$ cat src/rtl/instr_fetch_unit_pkg.sv
// Shared types and default widths for the instruction fetch stage.
// FETCH_HALT_EN enables the halt opcode handling (S_HALT and the HALTED port).
package fetch_pkg;

  localparam int ADDR_W_DEF  = 12;
  localparam int INSTR_W_DEF = 8;
  localparam int OPC_W_DEF   = 4;
  localparam logic [OPC_W_DEF-1:0] HALT_OPC_DEF = 4'hF;

  typedef enum logic [2:0] {
    S_IDLE  = 3'd0,
    S_REQ   = 3'd1,
    S_WAIT  = 3'd2,
    S_VALID = 3'd3,
    S_HALT  = 3'd4
  } fetch_state_t;

endpackage

$ cat src/rtl/instr_fetch_unit_if.sv
// Bus bundle between the fetch unit, its program ROM and the execute stage.
// FETCH_HALT_EN adds the HALTED status line.
//
// Handshake: the fetch unit raises OUT_VALID with OPCODE/OPERAND/PC_OUT held
// stable; the instruction is transferred on a rising clock edge where
// OUT_VALID and OUT_READY are both 1. OUT_VALID never drops without a
// transfer except when a redirect (BR_VALID) or reset squashes the word.
interface instr_fetch_unit_if
  import fetch_pkg::*;
#(
  parameter int ADDR_W  = ADDR_W_DEF,
  parameter int INSTR_W = INSTR_W_DEF,
  parameter int OPC_W   = OPC_W_DEF
)();

  logic                       EN;
  logic [ADDR_W-1:0]          MEM_ADDR;
  logic [INSTR_W-1:0]         MEM_DATA;
  logic                       BR_VALID;
  logic [ADDR_W-1:0]          BR_TARGET;
  logic                       OUT_VALID;
  logic                       OUT_READY;
  logic [OPC_W-1:0]           OPCODE;
  logic [INSTR_W-OPC_W-1:0]   OPERAND;
  logic [ADDR_W-1:0]          PC_OUT;
`ifdef FETCH_HALT_EN
  logic                       HALTED;
`endif

  // Fetch unit side
  modport master (
    input  EN, MEM_DATA, BR_VALID, BR_TARGET, OUT_READY,
    output MEM_ADDR, OUT_VALID, OPCODE, OPERAND, PC_OUT
`ifdef FETCH_HALT_EN
    , output HALTED
`endif
  );

  // ROM / control / execute side
  modport slave (
    output EN, MEM_DATA, BR_VALID, BR_TARGET, OUT_READY,
    input  MEM_ADDR, OUT_VALID, OPCODE, OPERAND, PC_OUT
`ifdef FETCH_HALT_EN
    , input HALTED
`endif
  );

endinterface

$ cat src/rtl/instr_fetch_unit_pc_register.sv
// Program counter register: load has priority over increment, and the
// increment wraps modulo 2^ADDR_W.
module pc_register #(
  parameter int ADDR_W = 12
) (
  input  logic              clk,
  input  logic              rst_n,
  input  logic              load,
  input  logic [ADDR_W-1:0] load_val,
  input  logic              inc,
  output logic [ADDR_W-1:0] pc
);

  logic [ADDR_W-1:0] pc_d;
  logic [ADDR_W-1:0] pc_q;

  // Next PC: redirect wins over sequential advance
  always_comb begin
    pc_d = pc_q;
    if (load) begin
      pc_d = load_val;
    end else if (inc) begin
      pc_d = pc_q + ADDR_W'(1);
    end
  end

  // PC storage with synchronous active-low reset
  always_ff @(posedge clk) begin
    if (!rst_n) begin
      pc_q <= '0;
    end else begin
      pc_q <= pc_d;
    end
  end

  assign pc = pc_q;

endmodule

$ cat src/rtl/instr_fetch_unit.sv
// Instruction fetch stage: PC, synchronous ROM request, instruction register
// and a valid/ready output toward execute. Redirects squash in-flight fetches.
// FETCH_HALT_EN: a handshaken instruction with opcode HALT_OPC parks the FSM
// in S_HALT (HALTED=1) until a redirect or reset.
module instr_fetch_unit
  import fetch_pkg::*;
#(
  parameter int ADDR_W  = ADDR_W_DEF,
  parameter int INSTR_W = INSTR_W_DEF,
  parameter int OPC_W   = OPC_W_DEF
`ifdef FETCH_HALT_EN
  , parameter logic [OPC_W-1:0] HALT_OPC = OPC_W'(HALT_OPC_DEF)
`endif
) (
  input  logic                 CLK,
  input  logic                 RST,
  instr_fetch_unit_if.master   bus,
  output fetch_state_t         state_dbg
);

  localparam int OPR_W = INSTR_W - OPC_W;

  fetch_state_t       state_d, state_q;
  logic [INSTR_W-1:0] ir_d, ir_q;
  logic [ADDR_W-1:0]  pc_out_d, pc_out_q;
  logic               out_valid_d, out_valid_q;
  logic               halted_d, halted_q;
  logic               pc_load;
  logic               pc_inc;
  logic [ADDR_W-1:0]  pc;

  pc_register #(.ADDR_W(ADDR_W)) u_pc (
    .clk      (CLK),
    .rst_n    (RST),
    .load     (pc_load),
    .load_val (bus.BR_TARGET),
    .inc      (pc_inc),
    .pc       (pc)
  );

  // Next-state and datapath control; a redirect overrides every state
  always_comb begin
    state_d     = state_q;
    ir_d        = ir_q;
    pc_out_d    = pc_out_q;
    out_valid_d = out_valid_q;
    halted_d    = halted_q;
    pc_load     = 1'b0;
    pc_inc      = 1'b0;
    if (bus.BR_VALID) begin
      // Any held word is either consumed this cycle or squashed; both end valid
      pc_load     = 1'b1;
      out_valid_d = 1'b0;
      halted_d    = 1'b0;
      state_d     = bus.EN ? S_REQ : S_IDLE;
    end else begin
      case (state_q)
        S_IDLE: begin
          if (bus.EN) state_d = S_REQ;
        end
        S_REQ: begin
          // ROM samples MEM_ADDR (=PC) at this edge
          state_d = S_WAIT;
        end
        S_WAIT: begin
          ir_d        = bus.MEM_DATA;
          pc_out_d    = pc;
          pc_inc      = 1'b1;
          out_valid_d = 1'b1;
          state_d     = S_VALID;
        end
        S_VALID: begin
          if (bus.OUT_READY) begin
            out_valid_d = 1'b0;
            state_d     = bus.EN ? S_REQ : S_IDLE;
`ifdef FETCH_HALT_EN
            if (ir_q[INSTR_W-1 -: OPC_W] == HALT_OPC) begin
              halted_d = 1'b1;
              state_d  = S_HALT;
            end
`endif
          end
        end
`ifdef FETCH_HALT_EN
        S_HALT: begin
          state_d = S_HALT;
        end
`endif
        default: begin
          state_d = S_IDLE;
        end
      endcase
    end
  end

  // FSM state and registered outputs
  always_ff @(posedge CLK) begin
    if (!RST) begin
      state_q     <= S_IDLE;
      ir_q        <= '0;
      pc_out_q    <= '0;
      out_valid_q <= 1'b0;
      halted_q    <= 1'b0;
    end else begin
      state_q     <= state_d;
      ir_q        <= ir_d;
      pc_out_q    <= pc_out_d;
      out_valid_q <= out_valid_d;
      halted_q    <= halted_d;
    end
  end

  assign bus.MEM_ADDR  = pc;
  assign bus.OUT_VALID = out_valid_q;
  assign bus.OPCODE    = ir_q[INSTR_W-1 -: OPC_W];
  assign bus.OPERAND   = ir_q[OPR_W-1:0];
  assign bus.PC_OUT    = pc_out_q;
  assign state_dbg     = state_q;

`ifdef FETCH_HALT_EN
  assign bus.HALTED = halted_q;
`else
  // halted_q is constant 0 without the halt feature; keep it referenced
  logic halted_unused;
  assign halted_unused = halted_q;
`endif

endmodule

$ cat src/flat_wrapper.sv
// flat-port wrapper written by rule: the top's interface ports become plain ports
module instr_fetch_unit_flat import fetch_pkg::*;
#(
  parameter int ADDR_W  = ADDR_W_DEF,
  parameter int INSTR_W = INSTR_W_DEF,
  parameter int OPC_W   = OPC_W_DEF

)
  (CLK, RST, state_dbg, bus_EN, bus_MEM_DATA, bus_BR_VALID, bus_BR_TARGET, bus_OUT_READY, bus_MEM_ADDR, bus_OUT_VALID, bus_OPCODE, bus_OPERAND, bus_PC_OUT);
  instr_fetch_unit_if #(.ADDR_W(ADDR_W), .INSTR_W(INSTR_W), .OPC_W(OPC_W)) bus_i ();
  input  logic CLK;
  input  logic RST;
  output fetch_state_t state_dbg;
  input wire logic [$bits(bus_i.EN)-1:0] bus_EN;
  input wire logic [$bits(bus_i.MEM_DATA)-1:0] bus_MEM_DATA;
  input wire logic [$bits(bus_i.BR_VALID)-1:0] bus_BR_VALID;
  input wire logic [$bits(bus_i.BR_TARGET)-1:0] bus_BR_TARGET;
  input wire logic [$bits(bus_i.OUT_READY)-1:0] bus_OUT_READY;
  output wire logic [$bits(bus_i.MEM_ADDR)-1:0] bus_MEM_ADDR;
  output wire logic [$bits(bus_i.OUT_VALID)-1:0] bus_OUT_VALID;
  output wire logic [$bits(bus_i.OPCODE)-1:0] bus_OPCODE;
  output wire logic [$bits(bus_i.OPERAND)-1:0] bus_OPERAND;
  output wire logic [$bits(bus_i.PC_OUT)-1:0] bus_PC_OUT;
  assign bus_i.EN = bus_EN;
  assign bus_i.MEM_DATA = bus_MEM_DATA;
  assign bus_i.BR_VALID = bus_BR_VALID;
  assign bus_i.BR_TARGET = bus_BR_TARGET;
  assign bus_i.OUT_READY = bus_OUT_READY;
  assign bus_MEM_ADDR = bus_i.MEM_ADDR;
  assign bus_OUT_VALID = bus_i.OUT_VALID;
  assign bus_OPCODE = bus_i.OPCODE;
  assign bus_OPERAND = bus_i.OPERAND;
  assign bus_PC_OUT = bus_i.PC_OUT;
  instr_fetch_unit #(.ADDR_W(ADDR_W), .INSTR_W(INSTR_W), .OPC_W(OPC_W)) u_core (.CLK(CLK), .RST(RST), .bus(bus_i), .state_dbg(state_dbg));
endmodule
$ cat config.mk
export PLATFORM = sky130hd
export DESIGN_NAME = instr_fetch_unit_flat
export DESIGN_NICKNAME = d
export VERILOG_FILES = /design/src/rtl/instr_fetch_unit_pkg.sv /design/src/rtl/instr_fetch_unit_if.sv /design/src/rtl/instr_fetch_unit_pc_register.sv /design/src/rtl/instr_fetch_unit.sv /design/src/flat_wrapper.sv
export SDC_FILE = /design/constraint.sdc
export NUM_CORES = 1
export LEC_CHECK = 0
export ABC_AREA = 1
export CAP_MARGIN = 20
export CORE_UTILIZATION = 40
export DETAILED_ROUTE_END_ITERATION = 6
export GPL_TIMING_DRIVEN = 0
export PLACE_DENSITY = 0.85
export SLEW_MARGIN = 20
export SYNTH_ARGS = -nofsm -noshare
export SYNTH_HDL_FRONTEND = slang
export SYNTH_SLANG_ARGS = --single-unit
export TNS_END_PERCENT = 100
$ cat constraint.sdc
create_clock -name CLK -period 1.3 [get_ports CLK]
set_clock_uncertainty 0.15 [all_clocks]
set_input_delay 0.13 -clock CLK [delete_from_list [all_inputs] [get_ports CLK]]
set_output_delay 0.13 -clock CLK [all_outputs]
set_load 0.01 [all_outputs]
**After elaboration in Yosys (flattened, before gate mapping)**

Cells that the tools add are included.
Widths: inputs -> output; s select.

- Bits in registers: 36
- Output and inout port bits: 36

- Add/subtract/negate cells: 1
- Bitwise logic cells: 2
- Reductions and logical operators: 7
- Muxes and demuxes: 12
- Equality and inequality tests: 6

Operators by type and width:

| kind | count |
|---|---|
| $mux 12 | 2 |
| $add 12x1->12 const B | 1 |
| $pmux 3 s4 | 1 |
| $mux 3 | 3 |
| $eq 3x2->1 const B | 2 |
| $ne 3x3->1 const B | 2 |
| $reduce_and 2->1 | 3 |
| $mux 1 | 5 |
| $reduce_bool 2->1 | 2 |
| $eq 3x1->1 const B | 1 |
| $logic_not 3->1 | 1 |
| $ne 2x2->1 const B | 1 |
| $not 1->1 | 2 |
| $pmux 1 s2 | 1 |
| $reduce_or 2->1 | 1 |

**Longest topological paths before layout**

- Depth in word-level cells: 5
- Depth in mapped cells: 9
- Depth with buffers taken out: 8

**Hierarchy**

Synthesis repeated with hierarchy kept, for this count alone.

- Cell total of the unflattened synthesis: 232
- Area, all modules: 1694.1 µm²

Modules (own cells, without submodules):

| module | cells an instance | times used | seq. area each (µm²) | area an instance (µm²) |
|---|---|---|---|---|
| instr_fetch_unit | 123 | 1 | 460.4 | 972.2 |
| pc_register | 109 | 1 | 240.2 | 721.9 |

**Least setup slack after synthesis**

No wires, ideal clock.

- Path type: register to register
- From: reg u_core.state_q[0], in the netlist u_core.state_dbg[0]
- To: reg u_core.u_pc.pc_q[0], in the netlist u_core.u_pc.pc[0]
- Slack: -0.205 ns
- Cell stages (with the launch flop): 8
- Required time: 1.035 ns
- Data arrival time: 1.240 ns
- Buffers on the path: 1
- Library setup time: 0.115 ns
- Cells stage by stage: dfxtp_1 > inv_1 > ha_1 > nand2_2 > buf_6 > o21ai_0 > o21ai_0 > inv_1

- Longest elaborated chain between the ends: 4

RTL lines:

| what | RTL line | source |
|---|---|---|
| start: declaration | instr_fetch_unit.sv:23 | `fetch_state_t state_d, state_q;` |
| start signal: assignment | instr_fetch_unit.sv:105 | `state_q <= state_d;` |
| $eq 3x2->1 | instr_fetch_unit.sv:57 | `case (state_q)` |
| $mux 1 | instr_fetch_unit.sv:57 |  |
| $mux 1 | instr_fetch_unit.sv:50 | `if (bus.BR_VALID) begin` |
| $reduce_bool 2->1 (no line) | - |  |
| end signal: assignment | instr_fetch_unit_pc_register.sv:32 | `pc_q <= pc_d;` |
| end: declaration | instr_fetch_unit_pc_register.sv:15 | `logic [ADDR_W-1:0] pc_q;` |

Every way passes these cells.
A chain may end at the register's enable or synchronous reset.

**Worst setup path in the final report**

- From: reg u_core.state_q[0], in the netlist u_core.state_dbg[0]
- To: reg u_core.u_pc.pc_q[6], in the netlist u_core.u_pc.pc[6]

Same word-level chain as after synthesis.

==> out/summary.txt <==
worst hold margin: 0.135 ns
min Tclk post-route: 1.52 ns
Tcrit/Tclk final: 117%
Num CTS Buffers: 5
RSZ-0062 raised after global routing: true
CTS root buffer: clkbuf_8
Clock transition at path regs: 0.07 ns
area delta synth->final: 72.6%
I/O pin count: 61
Post-synth EDFFs: 0
Worst Path Required: 1.39 ns
Final Power: 2540 uW
die height: 66.5 um
Layout fillers: 263
delay-heaviest family, CP: simple AND/OR/NAND/NOR gates
largest net degree at the start of global routing: 12
first-pass GRT wire length: 8.53 mm
via count: 1,972
Synthesized Nets: 265
Async SR Flop Fraction: 0%
failing checks: negative setup slack
CTS tree: done
DRC violations left: 0
detailed placement HPWL: 3.09 mm
Post-DRT Antenna Nets: 0
Worst Setup Slack post-DPL: -0.298 ns
Top FF cell, synth: dfxtp_1
sequential share of the synthesized area: 42.1%
Leakage Power: 0.00130 uW
CP Launch Type: flop
element type at the critical path end: flop
worst min path class: in -> reg
Worst path slowest cell: dfxtp_2
Peak Freq: 0.656 GHz
H-tree depth: 2
final setup violation count: 35
CP max FO: 7
Worst Tran Pin Value: 0.548 ns
CP max stage delay: 0.32 ns
Die ar.: 4420 um^2
post-synthesis cell type count: 25
via-per-instance ratio: 5.34
buffer and inverter count on the worst path: 3
core footprint: 4000 um^2
WS Path Type: reg -> reg
total of max-cap violations: 0
clock sink total: 35
area leader, netlist: dfxtp_1
wire per inst: 15.5 um
vias in the first global route: 1,865
area of the mapped netlist: 1660 um^2
total gr overflow: 0
slew margin rel.: 63.5%
syn_area_per_cell: 7.05 um^2
clk buf depth: 2
Multi-input gate area: 1120 um^2
status: complete, but fails checks
VDD IR-drop max: 0.366 mV
Finished Cell Area: 2870 um^2
top cell type's share of synthesized area: 42.1%
worst setup margin: -0.223 ns
Synth Instances: 236
CP Cell Sequence: inv_2 > ha_4 > inv_6 > nor2_8 > nand2_2 > o211ai_1 > nand2_1 > inv_1
ANT cells: 0
GP Congestion: 0.832
fin nets: 347
register area: 728 um^2
initial antenna violation count: 0
Area contributors post-synth: dfxtp_1, nor2_1, nand2_1, o21ai_0, nand3_1
Worst-Skew Late Latency: 0.30 ns
Initial Utilization: 41.6%
Power Dens Cells: 884 nW/um^2
Setup TNS: -4.50 ns
DRT Wirelength: 5.72 mm
placed instance area: 2390 um^2
FP Rows: 23
Starting DRT DRC Count: 159
buffers added on ports: 58
DIE WIDTH: 66.5 um
Warnings, synthesis: 0
Post-CTS Hold Buffers: 0
overall track demand over capacity in global routing: 25.7%
drt first pass iters: 4
share of cells above drive strength 1: 34.8%
synthesized flop and latch total: 35
critical path arrival: 1.62 ns
Hold Vio Cnt, Final: 0
Final Slew Violations: 0
[cell usage in the layout, fill, tap and decap left out, drive strengths merged]
cell | Yosys | routed
a211oi | 1 | 1
a21oi | 9 | 9
a22oi | 8 | 8
a31oi | 1 | 1
buf | 8 | 23
clkbuf | 3 | 10
clkdlybuf4s15 | 0 | 2
clkdlybuf4s50 | 0 | 23
clkinv | 0 | 1
clkinvlp | 0 | 1
conb | 1 | 1
dfxtp | 35 | 35
dlygate4sd2 | 0 | 32
ha | 4 | 4
inv | 22 | 22
nand2 | 44 | 45
nand3 | 16 | 16
nand4 | 2 | 2
nor2 | 52 | 53
nor3 | 5 | 5
nor3b | 1 | 1
o211ai | 2 | 2
o21ai | 21 | 21
o22ai | 1 | 1
[per-stage QoR]
step | cells | util [%]
3_5_place_dp | 344 | 59.6
2_1_floorplan | 236 | -
4_1_cts | 366 | 68.8
5_1_grt | 369 | 71.8
6_report | 369 | 71.8
3_3_place_gp | 344 | 59.6
[cells in the mapped netlist, types with 3 or more instances]
| master | count |
|---|---|
| nand3_1 | 16 |
| inv_1 | 21 |
| nor3_1 | 5 |
| dfxtp_1 | 35 |
| a21oi_1 | 9 |
| nand2_1 | 43 |
| a22oi_1 | 8 |
| ha_1 | 4 |
| buf_6 | 3 |
| buf_2 | 3 |
| nor2_1 | 50 |
| o21ai_0 | 21 |
| clkbuf_1 | 3 |
[cells by family (layout without fill, tap and decap cells)]
group | Yosys count | after routing | synth area share, %
buf+inv | 33 | 114 | 9.47
compound gates | 43 | 43 | 14.7
fa+ha+maj | 4 | 4 | 3.01
other cells | 1 | 1 | 0.225
simple gates | 120 | 122 | 30.5
flops | 35 | 35 | 42.1
[timing repair]
| item | in CTS | in global routing |
|---|---|---|
| gates resized for setup | 101 | 39 |
| setup endpoints to repair | 69 | 39 |
| pin swaps | 37 | 19 |
| setup buffers | 8 | 5 |
| gates cloned | 6 | 0 |
[tightest hold or removal path: cells and delay by family]
family,cells,cell delay [ns]
simple gates,2,0.10
compound gates,1,0.10
buf+inv,2,0.22
[final timing paths]
path	start	end	slack, ns	cells after the start
setup / recovery	u_core.state_dbg[0]	u_core.u_pc.pc[6]	-0.22	8
hold / removal	bus_BR_VALID	u_core.u_pc.pc[11]	0.14	5
setup reg to reg	u_core.state_dbg[0]	u_core.u_pc.pc[6]	-0.22	8
hold reg to reg	u_core.ir_q[1]	u_core.ir_q[1]	0.32	2
[per-layer routing]
layer | global-route usage, % | wire [um]
met5 | 0 | 0
met4 | 15.4 | 216
met3 | 6.85 | 475
met2 | 42.7 | 2770
met1 | 29.4 | 2260
[state kept, by name, indices dropped and copies added, names as in the netlist]
name                  count
u_core.bus.OUT_VALID      1
u_core.u_pc.pc           12
u_core.ir_q               8
u_core.bus.PC_OUT        12
u_core.state_dbg          2
[report_power, final]
| part | total [uW] | internal [uW] | switching, uW |
|---|---|---|---|
| Sequential | 1190 | 1130 | 65.4 |
| Clock | 782 | 374 | 408 |
| Combinational | 564 | 283 | 281 |
[final cells by class]
| cell class | instances | share of cell area, % |
|---|---|---|
| Tap cell | 50 | 2.18 |
| Buffer | 10 | 3.01 |
| Inverter | 22 | 3.05 |
| Multi-Input combinational cell | 170 | 39.0 |
| Clock inverter | 2 | 0.436 |
| Clock buffer | 6 | 2.53 |
| Sequential cell | 35 | 25.4 |
| Timing Repair Buffer | 74 | 24.4 |
(Power assumes the default switching activity.)
